[config.mk]
export PLATFORM = sky130hd
export DESIGN_NAME = arp_cam_insert_ctrl
export DESIGN_NICKNAME = d
export VERILOG_FILES = /design/src/rtl/arp_cam_insert_ctrl.sv
export SDC_FILE = /design/constraint.sdc
export NUM_CORES = 1
export LEC_CHECK = 0
export ABC_AREA = 1
export BUFFER_PORTS_ARGS = -buffer_cell sky130_fd_sc_hd__buf_2
export CELL_PAD_IN_SITES_DETAIL_PLACEMENT = 1
export CELL_PAD_IN_SITES_GLOBAL_PLACEMENT = 1
export CORE_ASPECT_RATIO = 0.75
export CORE_MARGIN = 5
export CORE_UTILIZATION = 30
export DETAILED_ROUTE_END_ITERATION = 7
export PLACE_DENSITY = 0.82
export SETUP_SLACK_MARGIN = 0.5
export SLEW_MARGIN = 20
export SYNTH_ARGS = -nofsm -noshare
export SYNTH_HDL_FRONTEND = slang
export SYNTH_SLANG_ARGS = --single-unit
[constraint.sdc]
create_clock -name Clk -period 2.85 [get_ports Clk]
set_clock_uncertainty 0.2 [all_clocks]
set_input_delay 0.285 -clock Clk [delete_from_list [all_inputs] [get_ports Clk]]
set_output_delay 0.285 -clock Clk [all_outputs]
set_load 0.02 [all_outputs]
[src/rtl/arp_cam_insert_ctrl.sv]
// Insert controller for the 3-way set-associative ARP CAM: hash key to a set,
// read the three tags, pick a way (hit > first empty > random victim), write.
module arp_cam_insert_ctrl #(
    parameter int IDX_W = 8,
    parameter int KEY_W = 32,
    parameter int VAL_W = 48
) (
    input  logic                       Clk,
    input  logic                       Rst,
    input  logic                       InsValid,
    output logic                       InsReady,
    input  logic [KEY_W-1:0]           InsKey,
    input  logic [VAL_W-1:0]           InsVal,
    input  logic [1:0]                 RndMod,
    output logic                       TagRdEn,
    output logic [IDX_W-1:0]           TagRdAddr,
    input  logic [3*(1+KEY_W)-1:0]     TagRdData,
    output logic                       WrEn,
    output logic [IDX_W-1:0]           WrAddr,
    output logic [1:0]                 WrWay,
    output logic [KEY_W+VAL_W:0]       WrData,
    output logic                       DoneValid,
    output logic [1:0]                 DoneWay,
    output logic                       DoneHit,
    output logic                       DoneEvict
);
    localparam int TAG_W  = 1 + KEY_W;
    localparam int NSLICE = KEY_W / IDX_W;

    typedef enum logic [1:0] {S_IDLE, S_RD, S_CMP, S_WR} state_t;

    state_t             state, state_nx;
    logic [KEY_W-1:0]   key_q;
    logic [VAL_W-1:0]   val_q;
    logic [IDX_W-1:0]   idx_q;
    logic [1:0]         way_q;
    logic               hit_q, evict_q;
    logic [IDX_W-1:0]   hash_idx;
    logic [2:0]         tag_vld, tag_hit;
    logic [1:0]         sel_way;
    logic               sel_hit, sel_evict;

    function automatic logic [1:0] lowest_set(input logic [2:0] v);
        if (v[0])      return 2'd0;
        else if (v[1]) return 2'd1;
        else           return 2'd2;
    endfunction

    // Set index folds every IDX_W-bit slice of the key together.
    always_comb begin
        hash_idx = '0;
        for (int i = 0; i < NSLICE; i++)
            hash_idx = hash_idx ^ InsKey[i*IDX_W +: IDX_W];
    end

    genvar w;
    generate
        for (w = 0; w < 3; w++) begin : g_way
            assign tag_vld[w] = TagRdData[w*TAG_W + KEY_W];
            assign tag_hit[w] = tag_vld[w] && (TagRdData[w*TAG_W +: KEY_W] == key_q);
        end
    endgenerate

    always_comb begin
        sel_way   = 2'd0;
        sel_hit   = 1'b0;
        sel_evict = 1'b0;
        if (|tag_hit) begin
            sel_way = lowest_set(tag_hit);
            sel_hit = 1'b1;
        end else if (~&tag_vld) begin
            sel_way = lowest_set(~tag_vld);
        end else begin
            // Random-modulo stage should never emit 3; fold it onto way 0 if it does.
            sel_way   = (RndMod == 2'd3) ? 2'd0 : RndMod;
            sel_evict = 1'b1;
        end
    end

    always_ff @(posedge Clk or posedge Rst) begin
        if (Rst) state <= S_IDLE;
        else     state <= state_nx;
    end

    always_comb begin
        state_nx = state;
        case (state)
            S_IDLE:  if (InsValid) state_nx = S_RD;
            S_RD:    state_nx = S_CMP;
            S_CMP:   state_nx = S_WR;
            S_WR:    state_nx = S_IDLE;
            default: state_nx = S_IDLE;
        endcase
    end

    always_ff @(posedge Clk or posedge Rst) begin
        if (Rst) begin
            key_q   <= '0;
            val_q   <= '0;
            idx_q   <= '0;
            way_q   <= '0;
            hit_q   <= 1'b0;
            evict_q <= 1'b0;
        end else begin
            if (state == S_IDLE && InsValid) begin
                key_q <= InsKey;
                val_q <= InsVal;
                idx_q <= hash_idx;
            end
            if (state == S_CMP) begin
                way_q   <= sel_way;
                hit_q   <= sel_hit;
                evict_q <= sel_evict;
            end
        end
    end

    // Done* fields come straight from the CMP registers so they hold between inserts.
    always_comb begin
        InsReady  = 1'b0;
        TagRdEn   = 1'b0;
        TagRdAddr = '0;
        WrEn      = 1'b0;
        WrAddr    = '0;
        WrWay     = '0;
        WrData    = '0;
        DoneValid = 1'b0;
        DoneWay   = way_q;
        DoneHit   = hit_q;
        DoneEvict = evict_q;
        case (state)
            S_IDLE: InsReady = 1'b1;
            S_RD: begin
                TagRdEn   = 1'b1;
                TagRdAddr = idx_q;
            end
            S_WR: begin
                WrEn      = 1'b1;
                WrAddr    = idx_q;
                WrWay     = way_q;
                WrData    = {1'b1, key_q, val_q};
                DoneValid = 1'b1;
            end
            default: ;
        endcase
    end
endmodule
Yosys cells after proc, flatten, opt, wreduce, memory -nomap -nowiden
Index checks and enable logic that the tools add are counted.
Widths: inputs -> output; s select.
{ "totals": {"reg_bits": 94, "word_cells": 45} }
{ "classes": {"n_eq_ne": 8, "mux": 19, "n_bitwise": 4, "n_reduce_logical": 7} }
{ "ops": {"columns": ["op", "n"], "rows": [
  ["$eq 32x32->1", 3],
  ["$mux 81", 1],
  ["$xor 8x8->8", 3],
  ["$mux 2", 9],
  ["$mux 8", 2],
  ["$pmux 2 s4", 1],
  ["$eq 2x2->1 const B", 3],
  ["$mux 1", 6],
  ["$logic_and 1x1->1", 4],
  ["$reduce_and 3->1", 1],
  ["$reduce_or 3->1", 1],
  ["$eq 2x1->1 const B", 1],
  ["$logic_not 2->1", 1],
  ["$ne 2x2->1 const B", 1],
  ["$not 2->2", 1]
]} }

Logic depth before layout (Yosys ltp)
Gate-level depths: netlist of run 1.
{ "depth": {"depth_word": 5, "ltp_mapped": 13} }

Worst setup path after synthesis of run 1
OpenSTA, ideal clock, no wires.
{ "synth_path": {"path_type": "reg2reg", "start": "register state[0]", "end": "register val_q[10]", "setup_time_ps": 125, "arrival_time_ps": 1606, "required_ps": 2525, "path_slack_ps": 919, "path_stages_with_launch": 7, "cell_sequence": "dfrtp_1 inv_1 ha_1 nand2_1 buf_2 buf_2 mux2_2"} }
{ "synth_via": {"elab_chain_len": 2} }
{ "synth_lines": {"columns": ["item", "line_no", "rtl"], "rows": [
  ["start: declaration", "32", "state_t state, state_nx;"],
  ["start signal: assignment", "82", "else state <= state_nx;"],
  ["$logic_not 2->1", "105", "if (state == S_IDLE && InsValid) begin"],
  ["$logic_and 1x1->1", "105", null],
  ["end signal: assignment", "107", "val_q <= InsVal;"],
  ["end: declaration", "34", "logic [VAL_W-1:0] val_q;"]
]} }
No other way between the ends.
A chain may end at the register's enable or synchronous reset.

Worst setup path in the final report of run 1
{ "layout_path": {"start": "register state[1]", "end": "output port WrData[3]"} }
{ "layout_via": {"elab_chain_len": 2} }
{ "layout_lines": {"columns": ["item", "line_no", "rtl"], "rows": [
  ["$eq 2x2->1", "131", "case (state)"],
  ["$mux 81", "131", null],
  ["end: declaration", "21", "output logic [KEY_W+VAL_W:0] WrData,"]
]} }
No other way between the ends.

==> flow_metrics.py, run 1 <==
metrics = {
    "detailed_routing": {
        "met1_length_um": 14100,
        "met3_length_um": 2170,
        "drt_wl_total_um": 31700,
        "drc": 0,
        "maxUsedRoutingLayer": "met5",
        "wire_per_inst_um": 20.2,
        "via_count": 7446,
        "routed_length_on_met2_um": 14800,
        "route.detailed.vias_per_inst": 4.74,
        "firstDrtPassIters": 5,
        "first_iter_violations": 392,
        "postRouteAntennaNets": 0,
    },
    "cts": {
        "clock_path_buffers": 2,
        "clk_root_buffer_cell": "sky130_fd_sc_hd__clkbuf_16",
        "cts.sinks": 94,
        "clock_transition_at_the_registers_of_the_reported_paths_ns": 0.07,
        "tritoncts.num_buffers": 9,
        "clock_insertion_delay_worst_skew_ns": 0.34,
        "tritoncts": "done",
        "level_count_of_the_clock_h_tree": 3,
    },
    "place": {
        "buffer_ports.inserted": 290,
        "place_worst_setup_slack_ns": 0.574,
        "hpwl_after_dpl_um": 24900,
        "gp_congestion": 0.928,
    },
    "worst_setup_path": {
        "top_fanout_value_on_the_critical_path": 50,
        "timing.critical_path.arrival_ns": 1.77,
        "cp-start-kind": "flop",
        "rrSetupSlack_ns": 0.77,
        "setup.worst_path.class": "flop to primary output",
        "cp_data_required_time_ns": 2.37,
        "cp-end-kind": "primary output",
    },
    "synthesis": {
        "synth_cells": 948,
        "synth.ff_latch_count": 94,
        "syn-num-nets": 1136,
        "ys_types": 31,
        "synth_async_sr_flop_share_pct": 100,
        "synth_enable_flop_cells": 0,
        "syn_area_per_cell_um2": 6.92,
        "ys_seq_area_share_pct": 35.9,
        "count_of_warnings_emitted_by_yosys": 0,
        "synth_area_mm2": 0.00656,
        "synth_top_flop_cell": "sky130_fd_sc_hd__dfrtp_1",
    },
    "final_layout": {
        "nNetsFinal": 1466,
        "mostFrequentLayoutCell": "sky130_fd_sc_hd__nand2_1",
        "drive_above_1_share_pct": 29.5,
        "n_fill_cell": 2802,
        "mostFrequentLayoutCells": "sky130_fd_sc_hd__nand2_1, sky130_fd_sc_hd__buf_2, sky130_fd_sc_hd__inv_1",
        "synthToLayoutAreaGrowth_pct": 40.2,
    },
    "timing": {
        "rsz0062_at_grt": "false",
        "final_setup_violations": 0,
        "finalCritPeriodShare_pct": 79.1,
        "fin_tns_setup_ns": 0,
        "worst-slew-pin-transition_ns": 0.708,
        "final_hold_viol_count": 0,
        "report.final.slew_viol_count": 0,
        "layout_setup_ws_ns": 0.596,
        "max_freq_mhz": 444,
        "time_the_worst_path_needs_with_i_o_delays_and_setup_ns": 2.25,
        "slew_headroom_pct": 52.7,
    },
    "power_and_ir_drop": {
        "internal-power_w": 0.00459,
        "peak_supply_drop_mv": 0.528,
        "power_density_mw_per_mm2": 991,
        "switching_share_pct": 49.6,
        "share_clk_of_total_power_pct": 14.4,
        "power_frac_comb_pct": 54.4,
        "switching_power_w": 0.00452,
        "power.share.sequential_pct": 31.2,
        "total_leakage_power_nw": 5.55,
    },
    "grt": {
        "grt_overflow": 0,
        "groute.usage.overall_pct": 24.6,
        "number_of_antenna_violations_at_the_first_check_in_global_routing": 7,
        "pin_count_of_the_biggest_net_entering_global_routing": 64,
        "wire_length_of_the_first_global_routing_pass_um": 47900,
        "grt_pass1_vias": 8168,
    },
    "floorplan": {
        "coreArea_mm2": 0.0213,
        "fp.dieArea_mm2": 0.0249,
        "die_height_um": 138,
        "floorplan.initialDensity_pct": 30.8,
        "i_o_pins": 291,
        "die-width_um": 181,
        "placementRows": 46,
    },
    "job": {
        "max_cap_violations": 0,
    },
    "outcome": {
        "run_status": "completed",
    },
    "worst_hold_path": {
        "holdCritPathClass": "input pin to flop",
    },
}
cell families after synthesis:
group | synth area share, %
xor+xnor | 8.15
compound gates | 3.38
buf+inv | 12.9
flops | 35.9
simple gates | 29.8
mux | 9.10
fa+ha+maj | 0.763
stage by stage:
stage,total power [W],utilization (%),std cells,area (µm²),hold slack (ns)
final,0.00911,43.2,1572,9190,0.0115
after global placement,0.00738,39.3,1505,8360,0.233
after detailed placement,0.00757,39.3,1505,8360,0.245
after floorplan,0.00571,-,948,6560,0.229
after CTS,0.00898,43.1,1570,9170,0.00574
after global routing,0.00972,43.2,1571,9190,0.0152
per-layer routing:
metal / up-vias / track usage (%)
met5: - / 0
li1: 3527 / -
met3: 50 / 5.82
met2: 287 / 41.5
met1: 3570 / 32.3
met4: 12 / 5.49
sequential cells by signal (all words and copies together), names as in the netlist:
signal     flops
DoneEvict      1
DoneHit        1
DoneWay        2
idx_q          8
key_q         32
state          2
val_q         48
path summary, 6_finish.rpt:
check / from / endpoint / depth (start not counted)
max: state[1]$_DFFE_PP0P_ / WrData[3] / 5
min: InsKey[18] / key_q[18]$_DFFE_PP0P_ / 3
max reg2reg: state[1]$_DFFE_PP0P_ / key_q[28]$_DFFE_PP0P_ / 6
min reg2reg: DoneEvict$_DFFE_PP0P_ / DoneEvict$_DFFE_PP0P_ / 2
max in group asynchronous: Rst / key_q[15]$_DFFE_PP0P_ / 4
min in group asynchronous: Rst / val_q[32]$_DFFE_PP0P_ / 3
area by class of cell:
cell class                      count  area (µm²)  area share (%)
Multi-Input combinational cell    636        3390            36.9
Sequential cell                    94        2350            25.6
Timing Repair Buffer              347        2060            22.4
Inverter                          190         717            7.80
Tap cell                          288         360            3.92
Clock buffer                       10         229            2.49
Clock inverter                      6        86.3           0.939
Antenna cell                        1        2.50          0.0272
worst max-delay path, cell delays in order, from the launching register on:
cell	delay [ns]
sky130_fd_sc_hd__dfrtp_1	0.42
sky130_fd_sc_hd__ha_4	0.32
sky130_fd_sc_hd__buf_12	0.26
sky130_fd_sc_hd__nand2_1	0.12
sky130_fd_sc_hd__inv_1	0.08
sky130_fd_sc_hd__buf_2	0.17
power by group through the flow:
stage / combinational, W / clock (W) / sequential, W
after floorplan: 0.00330 / 0 / 0.00242
after global placement: 0.00463 / 0 / 0.00275
after detailed placement: 0.00478 / 0 / 0.00280
after CTS: 0.00486 / 0.00135 / 0.00277
after global routing: 0.00543 / 0.00138 / 0.00291
final: 0.00495 / 0.00131 / 0.00284
synth_stat cells, drive strengths merged (7+ instances only):
cell type / count / area share (%)
xnor2: 61 / 8.1
o21ai: 11 / 0.84
buf: 14 / 1.2
dfrtp: 94 / 36
mux2: 53 / 9.1
nor2: 95 / 5.5
a21oi: 27 / 2.1
nand3: 45 / 3.5
nand4: 30 / 2.9
nand2: 295 / 17
inv: 190 / 11
clkbuf: 14 / 0.80
or2: 7 / 0.67
repair_timing:
action / in CTS / in global routing
resized for setup: 0 / 2
hold endpoints to repair: 74 / 0
endpoints found under the setup margin: 0 / 93
setup buffers: 0 / 1
hold buffers: 49 / 0
(Power assumes the default switching activity.)
==> run 2: changes to the inputs <==
Settings changed: CORE_UTILIZATION 30 to 33, PLACE_DENSITY 0.82 to 0.85.
Clock period 2.85 ns to 2.3 ns, I/O delays scaled along.
==> flow_metrics.py, run 2 (synthesis results as in run 1) <==
metrics = {
    "timing": {
        "report.final.slew_viol_count": 0,
        "hold-worst-slack_ns": 0.0345,
        "final_hold_viol_count": 0,
        "time_the_worst_path_needs_with_i_o_delays_and_setup_ns": 2.14,
        "max_freq_mhz": 466,
        "rsz0062_at_grt": "true",
        "final_setup_violations": 0,
        "worst-slew-pin-transition_ns": 0.552,
        "slew_headroom_pct": 63.2,
        "finalCritPeriodShare_pct": 93.2,
        "fin_tns_setup_ns": 0,
    },
    "floorplan": {
        "coreArea_mm2": 0.0194,
        "die_height_um": 132,
        "die-width_um": 173,
        "floorplan.initialDensity_pct": 33.7,
        "i_o_pins": 291,
        "placementRows": 44,
        "fp.dieArea_mm2": 0.0228,
    },
    "final_layout": {
        "largest_register_ffs": 48,
        "mostFrequentLayoutCells": "sky130_fd_sc_hd__nand2_1, sky130_fd_sc_hd__buf_2, sky130_fd_sc_hd__inv_1",
        "area_taken_by_multi_input_logic_gates_mm2": 0.00382,
        "reg_area_mm2": 0.00238,
        "registers.top_by_ff_count": "val_q",
        "drive_above_1_share_pct": 40.0,
        "biggestRegsByFlops": "val_q: 48 flops, key_q: 32 flops, idx_q: 8 flops",
        "finish.instance_area_mm2": 0.0106,
        "synthToLayoutAreaGrowth_pct": 61.4,
        "n_fill_cell": 2455,
        "nNetsFinal": 1535,
        "mostFrequentLayoutCell": "sky130_fd_sc_hd__nand2_1",
    },
    "grt": {
        "wire_length_of_the_first_global_routing_pass_um": 52900,
        "pin_count_of_the_biggest_net_entering_global_routing": 95,
        "grt_pass1_vias": 8760,
        "grt_overflow": 0,
        "number_of_antenna_violations_at_the_first_check_in_global_routing": 7,
        "groute.usage.overall_pct": 30.0,
    },
    "worst_setup_path": {
        "cp-start-kind": "flop",
        "cp-end-kind": "primary output",
        "setup.worst_path.class": "flop to primary output",
        "cp_data_required_time_ns": 1.87,
        "top_fanout_value_on_the_critical_path": 6,
        "timing.critical_path.arrival_ns": 1.71,
    },
    "power_and_ir_drop": {
        "total_leakage_power_nw": 6.11,
        "power.share.sequential_pct": 26.6,
        "power_density_mw_per_mm2": 1290,
        "power_frac_comb_pct": 62.4,
        "share_clk_of_total_power_pct": 11.0,
        "peak_supply_drop_mv": 0.579,
        "internal-power_w": 0.00675,
        "switching_share_pct": 50.7,
        "switching_power_w": 0.00694,
    },
    "cts": {
        "clock_insertion_delay_worst_skew_ns": 0.36,
        "cts.sinks": 94,
        "tritoncts.num_buffers": 9,
        "clk_root_buffer_cell": "sky130_fd_sc_hd__clkbuf_16",
        "clock_transition_at_the_registers_of_the_reported_paths_ns": 0.08,
        "level_count_of_the_clock_h_tree": 3,
        "tritoncts": "done",
        "clock_path_buffers": 2,
    },
    "detailed_routing": {
        "drt_wl_total_um": 39600,
        "firstDrtPassIters": 5,
        "postRouteAntennaNets": 0,
        "via_count": 8430,
        "wire_per_inst_um": 24.6,
        "first_iter_violations": 687,
        "drc": 0,
        "route.detailed.vias_per_inst": 5.23,
    },
    "place": {
        "hpwl_after_dpl_um": 25300,
        "postPlaceCellArea_mm2": 0.00838,
        "gp_congestion": 1.04,
        "buffer_ports.inserted": 290,
    },
    "job": {
        "max_cap_violations": 0,
    },
    "worst_hold_path": {
        "holdCritPathClass": "input pin to flop",
    },
    "outcome": {
        "run_status": "completed",
    },
}
==> run 2: changes by cell type in the layout (fill, tap and decap cells not counted), moves of 24 or more <==
cell                            previous run  this run
sky130_fd_sc_hd__buf_2                   290       245
sky130_fd_sc_hd__buf_4                     3        37
sky130_fd_sc_hd__buf_6                     1        38
sky130_fd_sc_hd__dlygate4sd3_1            49        78
sky130_fd_sc_hd__inv_1                   187       159
sky130_fd_sc_hd__inv_2                     2        29
sky130_fd_sc_hd__nand2_1                 293       252
sky130_fd_sc_hd__nand2_2                   1        25
==> run 2: per-layer routing <==
metal,up-vias,wire length (µm),track usage (%)
met1,4115,15500,38.8
li1,3670,-,-
met3,110,3920,8.77
met4,2,1610,12.0
met5,-,20,0
met2,533,18500,47.4
==> run 2: final timing paths <==
path / start / endpoint / slack [ns] / cells after the start
hold / removal: InsKey[4] / key_q[4]$_DFFE_PP0P_ / 0.03 / 3
min in group asynchronous: Rst / val_q[6]$_DFFE_PP0P_ / 0.37 / 4
max in group asynchronous: Rst / key_q[29]$_DFFE_PP0P_ / 1.06 / 4
setup reg to reg: state[0]$_DFFE_PP0P_ / key_q[0]$_DFFE_PP0P_ / 0.26 / 7
hold reg to reg: DoneHit$_DFFE_PP0P_ / DoneHit$_DFFE_PP0P_ / 0.30 / 2
setup / recovery: state[1]$_DFFE_PP0P_ / WrData[35] / 0.16 / 6
==> run 2: power groups by stage <==
| stage | logic, W | registers [W] | clock network [W] |
|---|---|---|---|
| 6_report | 0.00854 | 0.00364 | 0.00151 |
| 5_1_grt | 0.00899 | 0.00368 | 0.00159 |
| 4_1_cts | 0.00690 | 0.00337 | 0.00151 |
| 3_5_place_dp | 0.00620 | 0.00334 | 0 |
| 3_3_place_gp | 0.00607 | 0.00327 | 0 |
| 2_1_floorplan | 0.00409 | 0.00299 | 0 |
==> run 2: repair_timing <==
action / CTS / global route
pin swaps: 12 / 17
resized for setup: 68 / 176
hold endpoints to repair: 170 / 0
endpoints found under the setup margin: 170 / 177
setup buffers: 12 / 15
hold buffers: 78 / 0
gates cloned: 1 / 5
==> run 2: critical path, stage by stage, from the launching register on <==
cell	delay, ns
sky130_fd_sc_hd__dfrtp_1	0.43
sky130_fd_sc_hd__ha_4	0.18
sky130_fd_sc_hd__buf_4	0.19
sky130_fd_sc_hd__buf_6	0.16
sky130_fd_sc_hd__nand2_1	0.10
sky130_fd_sc_hd__inv_1	0.11
sky130_fd_sc_hd__buf_2	0.18
==> run 2: final cells by class <==
type	instances	share of cell area, %
multi-input cells	637	36.1
repair buffers	415	28.9
flip-flops and latches	94	22.5
inverters	190	6.80
well taps	253	2.99
clock buffers	9	2.13
clock inverters	6	0.508
diodes	7	0.166
==> run 2: per-stage QoR <==
step           setup slack (ns)  utilization, %  instances  total power (W)
2_1_floorplan             0.432               -        948          0.00709
3_3_place_gp              0.298            43.1       1478          0.00934
3_5_place_dp              0.269            43.1       1478          0.00954
4_1_cts                   0.272            50.5       1584           0.0118
5_1_grt                   0.118            54.4       1611           0.0143
6_report                  0.156            54.4       1611           0.0137
